--- src/rtl/nibble_serial_adder_ctrl.sv ---
// Multi-cycle WIDTH-bit add/subtract unit that reuses one 4-bit carry-lookahead
// slice, walking the operands one nibble per clock from the LSB upward.
module nibble_serial_adder_ctrl #(
  parameter int WIDTH = 16
) (
  input  logic             clk,
  input  logic             rst,
  input  logic             start,
  input  logic             sub,
  input  logic [WIDTH-1:0] a,
  input  logic [WIDTH-1:0] b,
  input  logic             c_in,
  output logic             busy,
  output logic             done,
  output logic [WIDTH-1:0] s,
  output logic             c_out,
  output logic             overflow
);

  localparam int NIB  = WIDTH / 4;
  localparam int IDXW = (NIB > 1) ? $clog2(NIB) : 1;

  typedef enum logic [1:0] {IDLE, RUN, DONE} state_t;

  state_t            state;
  logic [IDXW-1:0]   idx;
  logic [WIDTH-1:0]  op_a;
  logic [WIDTH-1:0]  op_b;
  logic              carry;

  logic [3:0] nib_a, nib_b, gen, prop, slice_sum;
  logic [4:0] slice_c;

  // Shared slice: carries are computed in parallel from generate/propagate terms.
  always_comb begin
    nib_a      = op_a[4*int'(idx) +: 4];
    nib_b      = op_b[4*int'(idx) +: 4];
    gen        = nib_a & nib_b;
    prop       = nib_a ^ nib_b;
    slice_c    = '0;
    slice_c[0] = carry;
    slice_c[1] = gen[0] | (prop[0] & carry);
    slice_c[2] = gen[1] | (prop[1] & gen[0]) | (prop[1] & prop[0] & carry);
    slice_c[3] = gen[2] | (prop[2] & gen[1]) | (prop[2] & prop[1] & gen[0])
               | (prop[2] & prop[1] & prop[0] & carry);
    slice_c[4] = gen[3] | (prop[3] & gen[2]) | (prop[3] & prop[2] & gen[1])
               | (prop[3] & prop[2] & prop[1] & gen[0])
               | (prop[3] & prop[2] & prop[1] & prop[0] & carry);
    slice_sum  = prop ^ slice_c[3:0];
  end

  always_ff @(posedge clk) begin
    if (rst) begin
      state    <= IDLE;
      idx      <= '0;
      op_a     <= '0;
      op_b     <= '0;
      carry    <= 1'b0;
      busy     <= 1'b0;
      done     <= 1'b0;
      s        <= '0;
      c_out    <= 1'b0;
      overflow <= 1'b0;
    end else begin
      case (state)
        IDLE: begin
          done <= 1'b0;
          if (start) begin
            // Subtraction is a + ~b + 1, so the inverted operand and forced carry are latched here.
            op_a  <= a;
            op_b  <= sub ? ~b : b;
            carry <= sub ? 1'b1 : c_in;
            s     <= '0;
            idx   <= '0;
            busy  <= 1'b1;
            state <= RUN;
          end
        end
        RUN: begin
          s[4*int'(idx) +: 4] <= slice_sum;
          carry               <= slice_c[4];
          if (idx == IDXW'(NIB - 1)) begin
            c_out    <= slice_c[4];
            overflow <= slice_c[3] ^ slice_c[4];
            busy     <= 1'b0;
            done     <= 1'b1;
            state    <= DONE;
          end else begin
            idx <= idx + 1'b1;
          end
        end
        DONE: begin
          done  <= 1'b0;
          state <= IDLE;
        end
        default: begin
          busy  <= 1'b0;
          done  <= 1'b0;
          state <= IDLE;
        end
      endcase
    end
  end

endmodule

--- config.mk ---
export PLATFORM = sky130hd
export DESIGN_NAME = nibble_serial_adder_ctrl
export DESIGN_NICKNAME = d
export VERILOG_FILES = /design/src/rtl/nibble_serial_adder_ctrl.sv
export SDC_FILE = /design/constraint.sdc
export NUM_CORES = 1
export LEC_CHECK = 0
export ABC_AREA = 1
export BUFFER_PORTS_ARGS = -buffer_cell sky130_fd_sc_hd__buf_2
export CORE_UTILIZATION = 45
export DETAILED_ROUTE_END_ITERATION = 10
export PLACE_DENSITY = 0.71
export SLEW_MARGIN = 20
export SYNTH_ARGS = -nofsm -noshare
export SYNTH_HDL_FRONTEND = slang
export SYNTH_SLANG_ARGS = --single-unit
--- constraint.sdc ---
create_clock -name clk -period 2.55 [get_ports clk]
set_input_delay 0.1275 -clock clk [delete_from_list [all_inputs] [get_ports clk]]
set_output_delay 0.1275 -clock clk [all_outputs]
set_load 0.05 [all_outputs]
==> impl_metrics.yaml <==
global_route:
  grt_max_degree: 38
  grt_pass1_wl_mm: 10.1
  antenna_found_initial: 0
  grt_usage: 0.206
  grt_pass1_vias: 2195
  grt_overflow: 0
timing:
  slew_viol_final: 0
  setup_viol: 0
  rsz0062_at_grt: "no"
  max_slew.worst_pin.slew_ns: 0.462
  layout_setup_ws_ns: 0.309
  fmax_mhz: 446
  hold_viol_final: 0
  hold-worst-slack_ns: 0.0371
  period_share: 0.879
  slew_headroom: 0.692
  min_period_ns: 2.24
  tns_ns: 0
  finClkSkew_ns: 0.00414
worst_setup_path:
  cp_slowest_cell: "o22ai_1"
  critPathCaptureType: "flip-flop"
  required_ns: 2.83
  slowest_delay_ns: 0.35
  worstRegToRegCells: 9
  path_max_fanout: 22
  crit_type: "reg2reg"
  worstPathCellList: "buf_4, o21ai_0, o22ai_1, ha_1, nand3_1, nand2_1, xor2_1, nand4_1, a21oi_1"
  r2r-end: "s[6]"
  cp_data_arrival_time_ns: 2.52
  r2r_slack_ns: 0.31
  r2r-start: "idx[0]"
  crit_family: "compound AO/OA/AOI/OAI gates"
  critPathLaunchType: "flip-flop"
  crit_buf_inv: 1
finish:
  ff_latch_area_um2: 1140
  final_util: 0.545
  layout_common_cells: "nor2_1, dfxtp_1, buf_2, o21ai_0, nand2_1"
  layout-drive-gt1-share: 0.228
  n_fill_cell: 590
  final_area_um2: 3230
  syn_to_final_growth_pct: 17.3
  nets: 454
  final_common_cell: "nor2_1"
  multi_input_area_um2: 1410
  antenna_cells: 0
logic_synthesis:
  syn_avg_cell_area_um2: 7.80
  synth_area_um2: 2750
  synth.area.top_cells: "dfxtp_1, nor2_1, o21ai_0"
  syn_nets: 401
  netlist_instances: 353
  yosys_warnings: 0
  ys_ff_latch: 57
  ys_types: 30
  synthArstFlopShare: 0
  ys.flop_type: "dfxtp_1"
  synth_top_area_frac: 0.414
  synth_edf_count: 0
  synthDominantAreaCellType: "dfxtp_1"
  yosysSeqAreaShare: 0.414
worst_hold_path:
  worstHoldStart: "a[1]"
  min_delay_worst_endpoint: "op_a[1]"
  min_path_type: "in2reg"
  holdPathStages: 3
cts:
  cts_buffers: 9
  cts_hold_buf: 0
  cts.sinks: 57
  clk_path_buf_depth: 2
  clk_latency_ns: 0.34
  cts_root_buf: "clkbuf_8"
  cts_setup_buffers: 0
  h-tree-depth: 3
  clkTransAtPathRegs_ns: 0.06
  cts_tree: "built"
  cts-resized-gates: 0
outcome:
  status: "finished clean"
route:
  vias: 2469
  wl_per_cell_um: 12.3
  drc: 0
  drt_iter0_drc: 203
  drt_pass1_iterations: 4
  vias_per_cell: 5.11
  drt_wl_total_mm: 5.93
  final_antenna_net_count: 0
power:
  p_per_area_nw_per_um2: 695
  leakage_uw: 0.00141
  vdd_drop_max_mv: 0.484
floorplan:
  initial_core_util: 0.465
  core_area_um2: 5920
  die_w_um: 80.2
  std_cell_rows: 28
  boundaryPins: 57
  die_y_um: 80.2
  fp.dieArea_um2: 6440
place:
  port_buffers: 56
  gp_congestion: 0.861
  dp_slack_ns: 0.335
  hpwlAfterDp_mm: 4.25
  dpl_cell_area_um2: 3060
job:
  maxCapViolCount: 0
==> sequential cells by signal, summed over array words and instances, names as in the netlist <==
name and flops:
overflow 1, idx 2, c_out 1, carry 1
s 16, busy 1, state 2, op_a 16
done 1, op_b 16
==> through the flow <==
step	total power, µW	instances
global route	2380	483
floorplan	1400	353
finish	2240	483
CTS	2260	483
global placement	1510	470
detailed placement	1530	470
==> routing by layer <==
metal	track usage	share of wire	routed length (µm)	vias up
met1	0.254	0.45	2690	1119
li1	-	-	-	1272
met4	0.0696	0.014	84	0
met2	0.334	0.48	2840	68
met3	0.0716	0.053	316	10
met5	0	0	0	-
==> final cells by class <==
class                      instances  area share
clock buffer                      13      0.0523
inverter                          21      0.0244
multi-input combinational        254       0.438
sequential                        57       0.353
tap                               75      0.0291
timing repair buffer              63       0.103
==> cell families (layout without fill, tap and decap cells) <==
logic type,count (synthesis),after routing,synth area share
compound gates,89,89,0.190
xor+xnor,18,18,0.0572
fa+ha+maj,11,11,0.0527
buf+inv,42,97,0.0722
flops,57,57,0.414
simple gates,136,136,0.213
==> worst max path at each step <==
stage                      start     to  slack, ns  depth (start not counted)
after floorplan           idx[0]  carry       0.45                         11
after global placement    idx[0]   s[6]       0.39                          9
after detailed placement  idx[0]   s[6]       0.34                          9
after CTS                 idx[0]   s[6]       0.32                          9
after global routing      idx[0]   s[6]       0.07                          9
final                     idx[0]   s[6]       0.31                          9
==> worst reg2reg max path: stages, from the launching register on <==
cell and delay (ns):
dfxtp_1 0.33, buf_4 0.24, o21ai_0 0.13, o22ai_1 0.35, ha_1 0.33, nand3_1 0.09
nand2_1 0.06, xor2_1 0.33, nand4_1 0.16, a21oi_1 0.15
==> synth_stat cells (4+ instances only) <==
cell,instances
clkbuf_1,9
buf_2,6
ha_1,10
o21ai_0,40
a211oi_2,4
xnor2_1,16
nor2_1,80
o22ai_1,8
inv_2,5
dfxtp_1,57
a21oi_1,18
inv_1,15
nand3_1,8
a211oi_1,13
nand2_1,36
==> where the power goes <==
group          leakage [µW]  internal, µW  switching, µW
combinational      0.000852           183            339
clock             0.0000875           416            319
sequential         0.000468           952           34.9
Power figures use the tool's default switching activity.
